==> src/rtl/alu_pkg.sv <==
// Shared constants, instruction layout and decode helpers for the ALU sequencer.
package alu_pkg;

    localparam int unsigned DATA_W  = 16;
    localparam int unsigned NREGS   = 4;
    localparam int unsigned ADDR_W  = 2;
    localparam int unsigned FLAG_W  = 4;
    localparam int unsigned INSTR_W = 16;
    localparam int unsigned OP_W    = 3;
    localparam int unsigned FUNC_W  = 3;
    localparam int unsigned SHIFT_W = 3;
    localparam int unsigned STATE_W = 2;

    localparam logic [OP_W-1:0] OP_NOP   = 3'b000;
    localparam logic [OP_W-1:0] OP_ALU3  = 3'b001;
    localparam logic [OP_W-1:0] OP_ALU2  = 3'b010;
    localparam logic [OP_W-1:0] OP_SHIFT = 3'b100;

    localparam logic [FUNC_W-1:0] F3_AND  = 3'd0;
    localparam logic [FUNC_W-1:0] F3_OR   = 3'd1;
    localparam logic [FUNC_W-1:0] F3_XOR  = 3'd2;
    localparam logic [FUNC_W-1:0] F3_XNOR = 3'd3;
    localparam logic [FUNC_W-1:0] F3_ADD  = 3'd4;
    localparam logic [FUNC_W-1:0] F3_ADC  = 3'd5;
    localparam logic [FUNC_W-1:0] F3_SUB  = 3'd6;
    localparam logic [FUNC_W-1:0] F3_SBC  = 3'd7;

    localparam logic [FUNC_W-1:0] F2_NEG = 3'd0;
    localparam logic [FUNC_W-1:0] F2_NOT = 3'd1;
    localparam logic [FUNC_W-1:0] F2_SXT = 3'd2;
    localparam logic [FUNC_W-1:0] F2_SCL = 3'd3;

    localparam logic [FUNC_W-1:0] FS_SHL = 3'd0;
    localparam logic [FUNC_W-1:0] FS_SHR = 3'd1;
    localparam logic [FUNC_W-1:0] FS_SAR = 3'd2;
    localparam logic [FUNC_W-1:0] FS_ROL = 3'd3;
    localparam logic [FUNC_W-1:0] FS_ROR = 3'd4;
    localparam logic [FUNC_W-1:0] FS_RCL = 3'd5;
    localparam logic [FUNC_W-1:0] FS_RCR = 3'd6;

    localparam int unsigned INSTR_OP_LSB    = 13;
    localparam int unsigned INSTR_FUNC_LSB  = 10;
    localparam int unsigned INSTR_SHIFT_LSB = 7;
    localparam int unsigned INSTR_RD_LSB    = 5;
    localparam int unsigned INSTR_RS0_LSB   = 3;
    localparam int unsigned INSTR_RS1_LSB   = 1;
    localparam int unsigned INSTR_RSVD_BIT  = 0;

    localparam int unsigned FLAG_C = 3;
    localparam int unsigned FLAG_V = 2;
    localparam int unsigned FLAG_Z = 1;
    localparam int unsigned FLAG_N = 0;

    localparam logic [STATE_W-1:0] ST_IDLE = 2'd0;
    localparam logic [STATE_W-1:0] ST_READ = 2'd1;
    localparam logic [STATE_W-1:0] ST_EXEC = 2'd2;
    localparam logic [STATE_W-1:0] ST_WB   = 2'd3;

    // Instruction word minus the reserved LSB.
    typedef struct packed {
        logic [OP_W-1:0]    op_type;
        logic [FUNC_W-1:0]  func;
        logic [SHIFT_W-1:0] shift_ni;
        logic [ADDR_W-1:0]  rd;
        logic [ADDR_W-1:0]  rs0;
        logic [ADDR_W-1:0]  rs1;
    } instr_t;

    function automatic logic op_writes_back(input logic [OP_W-1:0] op);
        return (op == OP_ALU3) || (op == OP_ALU2) || (op == OP_SHIFT);
    endfunction

    function automatic logic op_is_illegal(input logic [OP_W-1:0] op);
        return !op_writes_back(op) && (op != OP_NOP);
    endfunction

endpackage

==> src/rtl/alu_regfile.sv <==
// 4x16 register file: two operand read ports, one debug read port,
// and writeback/load write ports where writeback wins on the same address.
module alu_regfile
    import alu_pkg::*;
(
    input  logic              clk_i,
    input  logic              rst_i,
    input  logic              wb_en_i,
    input  logic [ADDR_W-1:0] wb_addr_i,
    input  logic [DATA_W-1:0] wb_data_i,
    input  logic              ld_en_i,
    input  logic [ADDR_W-1:0] ld_addr_i,
    input  logic [DATA_W-1:0] ld_data_i,
    input  logic [ADDR_W-1:0] rd0_addr_i,
    output logic [DATA_W-1:0] rd0_data_o,
    input  logic [ADDR_W-1:0] rd1_addr_i,
    output logic [DATA_W-1:0] rd1_data_o,
    input  logic [ADDR_W-1:0] dbg_addr_i,
    output logic [DATA_W-1:0] dbg_data_o
);

    logic [DATA_W-1:0] regs_q [NREGS];

    always_ff @(posedge clk_i) begin
        if (rst_i) begin
            for (int i = 0; i < NREGS; i++) begin
                regs_q[i] <= '0;
            end
        end else begin
            for (int i = 0; i < NREGS; i++) begin
                if (wb_en_i && (wb_addr_i == ADDR_W'(i))) begin
                    regs_q[i] <= wb_data_i;
                end else if (ld_en_i && (ld_addr_i == ADDR_W'(i))) begin
                    regs_q[i] <= ld_data_i;
                end
            end
        end
    end

    assign rd0_data_o = regs_q[rd0_addr_i];
    assign rd1_data_o = regs_q[rd1_addr_i];
    assign dbg_data_o = regs_q[dbg_addr_i];

endmodule

==> src/rtl/alu_sequencer.sv <==
// Four-phase issue/writeback controller for an external combinational ALU;
// owns the register file and the architectural CVZN flags.
module alu_sequencer
    import alu_pkg::*;
(
    input  logic               clk,
    input  logic               rst,
    input  logic               instr_valid,
    output logic               instr_ready,
    input  logic [INSTR_W-1:0] instr,
    output logic [DATA_W-1:0]  alu_A,
    output logic [DATA_W-1:0]  alu_B,
    output logic               alu_cin,
    output logic [OP_W-1:0]    alu_op_type,
    output logic [FUNC_W-1:0]  alu_func,
    output logic [SHIFT_W-1:0] alu_shift_ni,
    input  logic [DATA_W-1:0]  alu_S,
    input  logic [FLAG_W-1:0]  alu_CVZN,
    input  logic               ld_en,
    input  logic [ADDR_W-1:0]  ld_addr,
    input  logic [DATA_W-1:0]  ld_data,
    input  logic [ADDR_W-1:0]  dbg_addr,
    output logic [DATA_W-1:0]  dbg_data,
    output logic [FLAG_W-1:0]  flags,
    output logic               done,
    output logic               illegal
);

    logic [STATE_W-1:0] state_q, state_d;
    instr_t             instr_q, instr_d;
    logic [DATA_W-1:0]  alu_a_q, alu_a_d;
    logic [DATA_W-1:0]  alu_b_q, alu_b_d;
    logic               alu_cin_q, alu_cin_d;
    logic [OP_W-1:0]    alu_op_q, alu_op_d;
    logic [FUNC_W-1:0]  alu_func_q, alu_func_d;
    logic [SHIFT_W-1:0] alu_shift_q, alu_shift_d;
    logic [DATA_W-1:0]  res_q, res_d;
    logic [FLAG_W-1:0]  cvzn_q, cvzn_d;
    logic [FLAG_W-1:0]  flags_q, flags_d;
    logic               done_q, done_d;
    logic               illegal_q, illegal_d;
    logic               ready_q, ready_d;

    logic               wb_en_c;
    logic [DATA_W-1:0]  rd0_data_c;
    logic [DATA_W-1:0]  rd1_data_c;
    logic               unused_rsvd;

    assign unused_rsvd = instr[INSTR_RSVD_BIT];
    assign wb_en_c     = (state_q == ST_WB) && op_writes_back(instr_q.op_type);

    alu_regfile u_regfile (
        .clk_i      (clk),
        .rst_i      (rst),
        .wb_en_i    (wb_en_c),
        .wb_addr_i  (instr_q.rd),
        .wb_data_i  (res_q),
        .ld_en_i    (ld_en),
        .ld_addr_i  (ld_addr),
        .ld_data_i  (ld_data),
        .rd0_addr_i (instr_q.rs0),
        .rd0_data_o (rd0_data_c),
        .rd1_addr_i (instr_q.rs1),
        .rd1_data_o (rd1_data_c),
        .dbg_addr_i (dbg_addr),
        .dbg_data_o (dbg_data)
    );

    always_ff @(posedge clk) begin
        if (rst) begin
            state_q     <= ST_IDLE;
            instr_q     <= '0;
            alu_a_q     <= '0;
            alu_b_q     <= '0;
            alu_cin_q   <= 1'b0;
            alu_op_q    <= '0;
            alu_func_q  <= '0;
            alu_shift_q <= '0;
            res_q       <= '0;
            cvzn_q      <= '0;
            flags_q     <= '0;
            done_q      <= 1'b0;
            illegal_q   <= 1'b0;
            ready_q     <= 1'b1;
        end else begin
            state_q     <= state_d;
            instr_q     <= instr_d;
            alu_a_q     <= alu_a_d;
            alu_b_q     <= alu_b_d;
            alu_cin_q   <= alu_cin_d;
            alu_op_q    <= alu_op_d;
            alu_func_q  <= alu_func_d;
            alu_shift_q <= alu_shift_d;
            res_q       <= res_d;
            cvzn_q      <= cvzn_d;
            flags_q     <= flags_d;
            done_q      <= done_d;
            illegal_q   <= illegal_d;
            ready_q     <= ready_d;
        end
    end

    // Status outputs are registered from the next state so they line up with it.
    always_comb begin
        state_d     = state_q;
        instr_d     = instr_q;
        alu_a_d     = alu_a_q;
        alu_b_d     = alu_b_q;
        alu_cin_d   = alu_cin_q;
        alu_op_d    = alu_op_q;
        alu_func_d  = alu_func_q;
        alu_shift_d = alu_shift_q;
        res_d       = res_q;
        cvzn_d      = cvzn_q;
        flags_d     = flags_q;

        case (state_q)
            ST_IDLE: begin
                if (instr_valid) begin
                    instr_d = instr_t'(instr[INSTR_W-1:INSTR_RS1_LSB]);
                    state_d = ST_READ;
                end
            end
            ST_READ: begin
                alu_a_d     = rd0_data_c;
                alu_b_d     = rd1_data_c;
                alu_cin_d   = flags_q[FLAG_C];
                alu_op_d    = instr_q.op_type;
                alu_func_d  = instr_q.func;
                alu_shift_d = instr_q.shift_ni;
                state_d     = ST_EXEC;
            end
            ST_EXEC: begin
                res_d   = alu_S;
                cvzn_d  = alu_CVZN;
                state_d = ST_WB;
            end
            ST_WB: begin
                if (op_writes_back(instr_q.op_type)) begin
                    flags_d = cvzn_q;
                end
                state_d = ST_IDLE;
            end
            default: begin
                state_d = ST_IDLE;
            end
        endcase

        ready_d   = (state_d == ST_IDLE);
        done_d    = (state_d == ST_WB);
        illegal_d = (state_d == ST_WB) && op_is_illegal(instr_d.op_type);
    end

    assign instr_ready  = ready_q;
    assign alu_A        = alu_a_q;
    assign alu_B        = alu_b_q;
    assign alu_cin      = alu_cin_q;
    assign alu_op_type  = alu_op_q;
    assign alu_func     = alu_func_q;
    assign alu_shift_ni = alu_shift_q;
    assign flags        = flags_q;
    assign done         = done_q;
    assign illegal      = illegal_q;

endmodule

==> config.mk <==
export PLATFORM = sky130hd
export DESIGN_NAME = alu_sequencer
export DESIGN_NICKNAME = d
export VERILOG_FILES = /design/src/rtl/alu_pkg.sv /design/src/rtl/alu_regfile.sv /design/src/rtl/alu_sequencer.sv
export SDC_FILE = /design/constraint.sdc
export NUM_CORES = 1
export LEC_CHECK = 0
export ABC_AREA = 1
export CORE_ASPECT_RATIO = 0.9
export CORE_MARGIN = 2
export CORE_UTILIZATION = 40
export CTS_CLUSTER_SIZE = 28
export DETAILED_ROUTE_END_ITERATION = 8
export PLACE_DENSITY = 0.71
export SLEW_MARGIN = 10
export SYNTH_ARGS = -nofsm -noshare
export SYNTH_HDL_FRONTEND = slang
export SYNTH_SLANG_ARGS = --single-unit
==> constraint.sdc <==
create_clock -name clk -period 5.8 [get_ports clk]
set_input_delay 1.45 -clock clk [delete_from_list [all_inputs] [get_ports clk]]
set_output_delay 1.45 -clock clk [all_outputs]
set_load 0.02 [all_outputs]
==> results.cfg, run 1 <==
[run_status]
outcome = finished clean

[cells_and_area]
n_antenna_cell = 0
nets = 1205
stdcell_area_sq_mm = 0.00970
seq_area_sq_mm = 0.00364
drive_gt1_share_pct = 5.38
multi_input_area_sq_mm = 0.00354
n_fill_cell = 1863
area_delta_synth_final_pct = 24.1

[setup_path]
critPathArrivalTime_ps = 3410
crit_cells = 7
worstPathRequired_ps = 4350
cp_top_family = buffers and inverters
slowest_delay_ps = 650
path_cells = clkdlybuf4s50_1 -> inv_1 -> buf_4 -> o21ai_0 -> a21oi_1 -> a21oi_1 -> clkdlybuf4s50_1
start_kind = input pin
critPathMaxFanout = 48
cpMaxStageDelayCell = clkdlybuf4s50_1
worstSetupPathType = input pin to output pin
path_buf_inv = 4
worst-r2r-cell-count = 6
end_kind = output pin

[floorplan]
num_io_pins = 125
rows = 48
core_sq_mm = 0.0192
fp.dieW_microns = 151
initial_utilization_pct = 40.8
die_y_microns = 137
die_area_sq_mm = 0.0207

[synth]
synth_cell_types = 26
synthCells = 1063
synth_area_sq_mm = 0.00782
syn_area_per_cell_sq_um = 7.36
yosys_warnings = 0
seq_area_frac_synth_pct = 46.6
ys_ff_latch = 150
syn_nets = 1128

[clock_tree]
cts_setup_buffers = 0
clockBufferDepth = 2
root_buffer = clkbuf_16
hold_buffers = 0
clk_pin_slew_ps = 70
cts_tree = built
postCtsResizedCells = 0
cts_buffers = 17
clock-sinks = 150
clk_latency_ps = 430
h-tree-depth = 4

[power]
powerDensity_mw_per_mm2 = 406
p_leak_uw = 0.00393
ir_drop_mv = 0.216
finalPower_uw = 3940

[routing]
drtIter0Drc = 785
num_vias = 7418
drc = 0
wl_per_cell_microns = 15.5
vias_per_cell = 5.29
ant_nets = 0
firstDrtPassIters = 5
drt-total-wl_microns = 21700

[grt]
gr-total-overflow = 0
grt_pass1_wl_microns = 34900
grt_pass1_vias = 6452
grt_usage_pct = 21.5
antenna_found_initial = 1
grt_start_max_net_pins = 50

[sta]
fin_crit_ps = 4860
drv_slew = 0
fin_skew_ps = 8.06
tns_ps = 0
worstMarginPinSlew_ps = 1090
slew_headroom_pct = 27.1
max_freq_mhz = 206
setup_viol = 0
rsz0062_at_grt = no
min_period_over_period_pct = 83.8
hold_viol = 0

[worst_hold_path]
hold_path_depth = 2
hold_path.class = flip-flop to flip-flop

[place]
gp_congestion = 0.868
place_area_sq_mm = 0.00914
hpwl_microns = 14900
portBuffers = 123

[run]
maxCapViolations = 0
==> where the power goes <==
part           switching [uW]  leakage [uW]  internal (uW)  total [uW]
logic                     819       0.00228            529        1350
registers                 201       0.00137           1340        1540
clock network             488      0.000273            566        1050
==> tightest hold or removal path, stage by stage, from the launching register on <==
cell and delay, ps:
dfxtp_1 330, nor2_1 50, nor2_1 80
==> Yosys cell counts, drive strengths merged <==
| master | n | share of area, % |
|---|---|---|
| dfxtp | 86 | 22 |
| nor2 | 252 | 13 |
| inv | 82 | 3.9 |
| a31oi | 1 | 0.080 |
| or2 | 1 | 0.080 |
| buf | 22 | 1.5 |
| nand4 | 34 | 2.7 |
| nand3 | 38 | 2.4 |
| ha | 5 | 0.80 |
| nand2 | 83 | 4.2 |
| a21oi | 124 | 8.0 |
| clkbuf | 56 | 2.7 |
| o21ai | 194 | 12 |
| nand3b | 18 | 1.7 |
| clkinv | 3 | 0.14 |
| edfxtp | 64 | 25 |
==> cell type report <==
type / count / share of cell area, %
Tap cell: 250 / 3.22
Sequential cell: 150 / 37.5
Clock buffer: 17 / 4.38
Multi-Input combinational cell: 750 / 36.4
Timing Repair Buffer: 136 / 13.7
Inverter: 85 / 3.29
Clock inverter: 15 / 1.42
==> kinds of logic (layout without fill, tap and decap cells) <==
family                     after synthesis  in the layout  share of synthesized area (%)
AOI/OAI and AO/OA                      319            319                           20.5
DFF                                    150            150                           46.6
adders and majority gates                5              5                          0.800
and+or+nand+nor                        426            426                           23.8
buffers and inverters                  163            253                           8.30
==> cells in the final DEF, fill, tap and decap left out, types with 3 or more instances in the layout <==
master	netlist	layout
nor2_1	248	247
o21ai_0	193	193
a21oi_1	123	123
clkdlybuf4s50_1	0	123
dfxtp_1	86	86
inv_1	80	80
nand2_1	77	77
edfxtp_1	64	64
nand3_1	38	37
nand4_1	34	34
nand3b_1	18	18
clkbuf_16	0	17
buf_4	2	13
inv_6	0	8
nand2_2	5	5
ha_1	5	5
nor2_4	3	3
clkinv_1	3	3
==> sequential cells by signal, indices dropped and copies added (netlist names), 2 cells and up <==
register,cells
u_regfile.regs_q,64
cvzn_q,4
res_q,16
alu_shift_ni,3
alu_B,16
flags,4
state_q,2
instr_q,15
alu_op_type,3
alu_func,3
alu_A,16
==> final timing paths <==
check	from	to	slack, ps
worst max-delay path	dbg_addr[0]	dbg_data[3]	940
worst min-delay path	instr_q[6]	instr_q[6]	490
worst max register to register	instr_q[4]	u_regfile.regs_q[1][3]	3070
worst min register to register	instr_q[6]	instr_q[6]	490
==> metrics by stage <==
step	utilization, %	worst slack, ps	cells	hold WS, ps
after floorplan	-	1730	1063	450
after global placement	47.7	977	1371	456
after detailed placement	47.7	977	1371	474
after CTS	50.6	963	1403	490
after global routing	50.6	830	1403	516
final	50.6	937	1403	488
==> routing by layer <==
metal	up-vias	share of wire, %	track usage, %
met5	-	0	0
met4	0	1.1	5.40
met3	27	9.0	5.30
met2	346	41	30.2
met1	3321	48	32.9
li1	3724	-	-
Power figures use the tool's default switching activity.
==> inputs of run 2 (changes only) <==
- clock period: 5.8 -> 4.6 ns (I/O delays scaled with it)
==> run 2 against run 1 <==
  * Sequential power rose by 26%
  * Sequential cell count did not move
  * Register-to-register slack got worse by 1200 ps
  * Critical path depth did not move
  * Cell area rose by 0.27%
  * Via count fell by 1.6%
  * Largest power group unchanged
  * Wire length rose by 0.48%
  * Sequential share of layout area fell by 0.10 points
  * Non-clock buffer count rose by 1
  * Critical path type unchanged
  * Core utilization rose by 0.14 points
  * Combinational power rose by 27%
  * Cell count barely moved
==> results.cfg, run 2 (synthesized netlist as in run 1, its figures left out) <==
[clock_tree]
clk_pin_slew_ps = 70
cts_tree = built
clock-sinks = 150
h-tree-depth = 4
hold_buffers = 0
clk_latency_ps = 430
clockBufferDepth = 2
postCtsResizedCells = 0
cts_setup_buffers = 0
cts_buffers = 17
root_buffer = clkbuf_16

[routing]
drtIter0Drc = 861
num_vias = 7297
wl_per_cell_microns = 15.5
vias_per_cell = 5.20
ant_nets = 0
drt-total-wl_microns = 21800
firstDrtPassIters = 6
drc = 0

[grt]
grt_pass1_vias = 6363
gr-total-overflow = 0
grt_pass1_wl_microns = 34700
grt_usage_pct = 21.5
antenna_found_initial = 0
grt_start_max_net_pins = 57

[sta]
tns_ps = 0
rsz0062_at_grt = no
drv_slew = 0
max_freq_mhz = 241
fin_skew_ps = 11.1
slew_headroom_pct = 25.0
hold_viol = 0
fin_crit_ps = 4150
min_period_over_period_pct = 90.2
hold-worst-slack_ps = 486
worstMarginPinSlew_ps = 1120
setup_viol = 0

[setup_path]
end_kind = output pin
critPathMaxFanout = 48
timing.rr.start = state_q[0]
worstPathRequired_ps = 3450
start_kind = input pin
critPathArrivalTime_ps = 3000
crit_path_start = dbg_addr[0]
worstSetupPathType = input pin to output pin

[cells_and_area]
layout_common_cells = nor2_1 (247), o21ai_0 (193), a21oi_1 (123), clkdlybuf4s50_1 (123), dfxtp_1 (86)
nets = 1206
largest_reg_flops = 64
n_fill_cell = 1844
final_common_cell = nor2_1
seq_area_sq_mm = 0.00364
area_delta_synth_final_pct = 24.4
fin_util_pct = 50.8
n_antenna_cell = 0
drive_gt1_share_pct = 5.37
multi_input_area_sq_mm = 0.00353
regMostFlops = u_regfile.regs_q
stdcell_area_sq_mm = 0.00973

[floorplan]
die_y_microns = 137
initial_utilization_pct = 40.8
die_area_sq_mm = 0.0207
rows = 48
core_sq_mm = 0.0192
num_io_pins = 125
fp.dieW_microns = 151

[run_status]
outcome = finished clean

[power]
p_leak_uw = 0.00393
ir_drop_mv = 0.260
powerDensity_mw_per_mm2 = 515

[place]
gp_congestion = 0.844
hpwl_microns = 14800
portBuffers = 123
place_area_sq_mm = 0.00916

[run]
maxCapViolations = 0

[worst_hold_path]
hold_path.class = flip-flop to flip-flop
hold_start = instr_q[6]
run 2: cell types whose count changed in the layout (fill, tap and decap cells not counted), sizes merged:
cell | before | now
bufinv | 0 | 1
buf | 13 | 14
clkinv | 6 | 10
inv | 92 | 85
clkinvlp | 2 | 4
run 2: area by class of cell:
class | instances | area share (%)
Multi-Input combinational cell | 750 | 36.3
Clock buffer | 17 | 4.37
Sequential cell | 150 | 37.4
Inverter | 85 | 3.28
Tap cell | 250 | 3.22
Timing Repair Buffer | 137 | 13.9
Clock inverter | 15 | 1.53
run 2: power by group:
group	leakage [uW]	switching, uW	total (uW)	internal, uW
logic	0.00229	1040	1710	670
clock network	0.000270	603	1360	757
registers	0.00137	253	1940	1690
total	0.00393	1890	5010	3110
run 2: per-layer routing:
metal	global-route usage (%)	part of all wire, %
met1	33.0	49
met2	29.9	41
met3	5.40	8.7
met4	4.98	1.0
met5	0	0
run 2: critical path, stage by stage:
cell and delay, ps:
clkdlybuf4s50_1 500, inv_1 80, buf_12 180, o21ai_0 160, a21oi_1 60, a21oi_1 210, clkdlybuf4s50_1 650
run 2: worst paths after layout:
path	cells after the start	slack, ps	end
worst min register to register	2	490	alu_shift_ni[0]
worst max register to register	7	1860	u_regfile.regs_q[3][1]
worst max-delay path	7	450	dbg_data[5]
worst min-delay path	2	490	alu_shift_ni[0]
run 2: through the flow:
stage / worst slack (ps) / total power [uW] / instances
global route: 315 / 5340 / 1404
finish: 449 / 5010 / 1404
floorplan: 1130 / 2990 / 1063
CTS: 455 / 5030 / 1404
detailed placement: 467 / 3670 / 1372
global placement: 469 / 3630 / 1372
==> inputs of run 3 (changes only) <==
- PLACE_DENSITY: 0.71 -> 0.73
- clock period: 4.6 -> 3.5 ns (I/O delays scaled with it)
==> run 3 against run 2 <==
  * Combinational power rose by 30%
  * Cell area rose by 1.3%
  * Critical path depth unchanged
  * Core utilization increased by 0.64 points
  * Non-clock buffer count up 8
  * Critical path type unchanged
  * Clock power rose by 45%
  * Sequential cell count unchanged
  * Via count up 2.0%
  * Setup slack got worse by 280 ps
  * Total power increased by 35%
  * Die area unchanged
  * Worst hold slack worse by 4.1 ps
==> results.cfg, run 3 (synthesized netlist as in run 1, its figures left out) <==
[setup_path]
worstPathRequired_ps = 2620
crit_path_start = dbg_addr[0]
start_kind = input pin
critPathMaxFanout = 15
ff2ff_setup_slack_ps = 1190
r2r_end = u_regfile.regs_q[3][11]
timing.rr.start = state_q[0]
end_kind = output pin
critPathArrivalTime_ps = 2450
worstSetupPathType = input pin to output pin
worst-r2r-cell-count = 8

[sta]
hold_viol = 0
fin_crit_ps = 3330
drv_slew = 0
min_period_over_period_pct = 95.1
hold-worst-slack_ps = 482
setup_viol = 0
rsz0062_at_grt = no
max_freq_mhz = 300
slew_headroom_pct = 28.5
worstMarginPinSlew_ps = 1070
fin_skew_ps = 11.7

[grt]
grt_pass1_wl_microns = 34600
gr-total-overflow = 0
grt_usage_pct = 21.3
antenna_found_initial = 0
grt_start_max_net_pins = 50
grt_pass1_vias = 6606

[clock_tree]
cts_buffers = 17
clock-sinks = 150
clk_latency_ps = 420
hold_buffers = 0
clockBufferDepth = 2
h-tree-depth = 4
cts_tree = built
root_buffer = clkbuf_16
clk_pin_slew_ps = 60

[floorplan]
initial_utilization_pct = 40.8
fp.dieW_microns = 151
rows = 48
core_sq_mm = 0.0192
num_io_pins = 125
die_area_sq_mm = 0.0207
die_y_microns = 137

[cells_and_area]
stdcell_area_sq_mm = 0.00985
nets = 1214
n_antenna_cell = 0
area_delta_synth_final_pct = 26.0
regMostFlops = u_regfile.regs_q
final_common_cell = nor2_1
drive_gt1_share_pct = 5.68
largest_reg_flops = 64
fin_util_pct = 51.4
layout_common_cells = nor2_1 (247), o21ai_0 (193), a21oi_1 (123), clkdlybuf4s50_1 (107), dfxtp_1 (86)

[place]
place_area_sq_mm = 0.00923
portBuffers = 123
hpwl_microns = 15200
gp_congestion = 0.900

[routing]
ant_nets = 0
wl_per_cell_microns = 15.2
drtIter0Drc = 721
drc = 0
drt-total-wl_microns = 21500
vias_per_cell = 5.28
num_vias = 7446
firstDrtPassIters = 5

[power]
finalPower_uw = 6760
p_leak_uw = 0.00406
powerDensity_mw_per_mm2 = 686
ir_drop_mv = 0.369

[run]
maxCapViolations = 0

[worst_hold_path]
hold_path_depth = 2
hold_path.class = flip-flop to flip-flop
holdPathEnd = instr_q[8]
hold_start = instr_q[8]

[run_status]
outcome = finished clean
==> run 3: worst max path at each step <==
stage | to | slack, ps | cells after the start
final | dbg_data[15] | 170 | 7
after global routing | dbg_data[6] | 60 | 7
after CTS | dbg_data[7] | 10 | 7
after detailed placement | dbg_data[3] | -80 | 7
after global placement | dbg_data[1] | -60 | 7
after floorplan | dbg_data[10] | 580 | 6
==> run 3: critical path, stage by stage <==
cell and delay [ps]:
clkdlybuf4s50_1 510, inv_1 100, buf_4 200, o21ai_0 160
a21oi_1 60, a21oi_1 180, dlygate4sd2_1 360
==> run 3: what timing repair did <==
action | 4_1_cts | 5_1_grt
buffers inserted | 0 | 0
gates resized for setup | 13 | 3
setup endpoints to repair | 13 | 3
==> run 3: routing by layer <==
layer / routed length (microns) / vias to the layer above / GRT usage, %
li1: - / 3737 / -
met2: 8870 / 347 / 30.3
met5: 0 / - / 0
met3: 2080 / 13 / 5.50
met4: 215 / 0 / 5.40
met1: 10300 / 3349 / 32.1
==> run 3: cell type report <==
| cell class | instances | area (sq um) |
|---|---|---|
| fillers | 1833 | 9310 |
| clock inverters | 13 | 204 |
| inverters | 85 | 319 |
| clock buffers | 18 | 429 |
| multi-input cells | 750 | 3530 |
| flip-flops and latches | 150 | 3640 |
| repair buffers | 145 | 1410 |
| well taps | 250 | 313 |
==> run 3: power breakdown <==
part	switching [uW]	internal (uW)	leakage, uW	total (uW)
clock	716	1260	0.000298	1970
sequential	336	2220	0.00137	2550
combinational	1350	879	0.00239	2230
==> run 3: through the flow <==
step / cells / worst slack, ps / TNS (ps)
after detailed placement: 1380 / -78.7 / -493
after global routing: 1411 / 55.3 / 0
after CTS: 1411 / 14.1 / 0
after global placement: 1380 / -63.0 / -359
after floorplan: 1063 / 578 / 0
final: 1411 / 172 / 0
==> variant, RTL diff (settings of run 2) <==
`res_q` no longer has a reset.
--- a/src/rtl/alu_sequencer.sv
+++ b/src/rtl/alu_sequencer.sv
@@ -77,5 +77,4 @@
             alu_func_q  <= '0;
             alu_shift_q <= '0;
-            res_q       <= '0;
             cvzn_q      <= '0;
             flags_q     <= '0;
@@ -92,5 +91,4 @@
             alu_func_q  <= alu_func_d;
             alu_shift_q <= alu_shift_d;
-            res_q       <= res_d;
             cvzn_q      <= cvzn_d;
             flags_q     <= flags_d;
@@ -99,4 +97,8 @@
             ready_q     <= ready_d;
         end
+    end
+
+    always_ff @(posedge clk) begin
+        res_q <= res_d;
     end
 
Check against the original RTL: same outputs for any inputs over 4 cycles, from zero or initial values and one cycle with rst high; that may be too few to reach the edited logic, so the function may still have changed.
==> variant against run 2 <==
Power is 1.7% lower; synthesized area is 1.5% lower; fmax is 0.38% higher; worst setup slack better by 0.016 ns; synthesized cell count is 3.9% lower; wire length is 7.8% lower; die area is 1.4% lower; clock skew is 0.0047 ns lower; design area is 0.64% lower; combinational power is 5% lower; sequential cell count stayed put; critical endpoint is now dbg_data[4]; highest routed layer unchanged.
==> variant: results (changes against run 2) <==
Run status:
- Result of the run: completed (unchanged).

Placement:
- The placed standard-cell area is 0.009077 mm^2 (was 0.009155 mm^2).
- The worst setup slack after placement was 0.4718 ns (was 0.4671 ns).
- The post-DP HPWL was 14.70 mm (was 14.83 mm).

Synth:
- The most instantiated flip-flop cell in the synthesis netlist is sky130_fd_sc_hd__edfxtp_1 (was sky130_fd_sc_hd__dfxtp_1).
- The area fraction in compound gates after synthesis came to 0.1984 (was 0.2052).
- Top cells by area, synth: sky130_fd_sc_hd__edfxtp_1 (31%), sky130_fd_sc_hd__dfxtp_1 (18%), sky130_fd_sc_hd__o21ai_0 (12%) (was sky130_fd_sc_hd__edfxtp_1 (25%), sky130_fd_sc_hd__dfxtp_1 (22%), sky130_fd_sc_hd__o21ai_0 (12%)).
- The number of cells produced by synthesis came to 1,022 (was 1,063).
- The net count after synthesis is 1,087 (was 1,128).
- The fraction of the mapped netlist area in adder cells is 0.008120 (was 0.007999).
- Most instantiated cells after synthesis: sky130_fd_sc_hd__nor2_1 (225), sky130_fd_sc_hd__o21ai_0 (189), sky130_fd_sc_hd__a21oi_1 (110), sky130_fd_sc_hd__nand2_1 (105), sky130_fd_sc_hd__inv_1 (96) (was sky130_fd_sc_hd__nor2_1 (248), sky130_fd_sc_hd__o21ai_0 (193), sky130_fd_sc_hd__a21oi_1 (123), sky130_fd_sc_hd__dfxtp_1 (86), sky130_fd_sc_hd__inv_1 (80)).

Timing:
- The relative slew slack is 0.2966 (was 0.2501).
- The setup skew after layout is 0.006416 ns (was 0.01110 ns).
- The top achievable clock speed was 0.2418 GHz (was 0.2409 GHz).
- The worst hold margin is 0.4613 ns (was 0.4863 ns).

Global route:
- The number of global-route vias before repair is 6,206 (was 6,363).
- The overall global routing resource usage is 0.2016 (was 0.2146).
- The first-pass GRT wire length is 32.55 mm (was 34.69 mm).

Critical path:
- The worst reg-to-reg setup slack was 1.75 ns (was 1.86 ns).

Power and ir drop:
- The worst-case vdd ir drop was 0.0002840 V (was 0.0002597 V).
- The leakage power is 3.970 nW (was 3.934 nW).
- The fraction of power consumed by combinational cells came to 0.331 (was 0.341).

Routing:
- The per-cell via count in the routed design is 5.109 (was 5.197).
- The total routed wirelength is 20.09 mm (was 21.79 mm).
- The number of violations reported at the end of detailed-routing iteration 0 is 871 (was 861).

Final layout:
- The share of final-layout standard cells stronger than drive strength 1 is 0.05076 (was 0.05373).
-- variant: layout make-up --
cell class	instances	area (um^2)
Sequential cell	150	3804
Clock buffer	19	432.9
Fill cell	1770	9371
Tap cell	250	312.8
Timing Repair Buffer	138	1356
Inverter	100	375.4
Clock inverter	13	156.4
Multi-Input combinational cell	703	3229
-- variant: path summary, 6_finish.rpt --
check | from | endpoint | cells past startpoint
min reg2reg | flags[0] | flags[0] | 2
max reg2reg | instr_q[14] | u_regfile.regs_q[0][9] | 3
max | dbg_addr[0] | dbg_data[4] | 7
min | flags[0] | flags[0] | 2
-- variant: routing by layer --
| layer | share of wire | wire [um] | track usage | up-vias |
|---|---|---|---|---|
| met5 | 0 | 0 | 0 | - |
| met3 | 0.070 | 1399 | 0.03636 | 25 |
| met4 | 0.019 | 382 | 0.07075 | 0 |
| met1 | 0.50 | 10030 | 0.3077 | 3137 |
| met2 | 0.41 | 8274 | 0.2836 | 277 |
| li1 | - | - | - | 3576 |
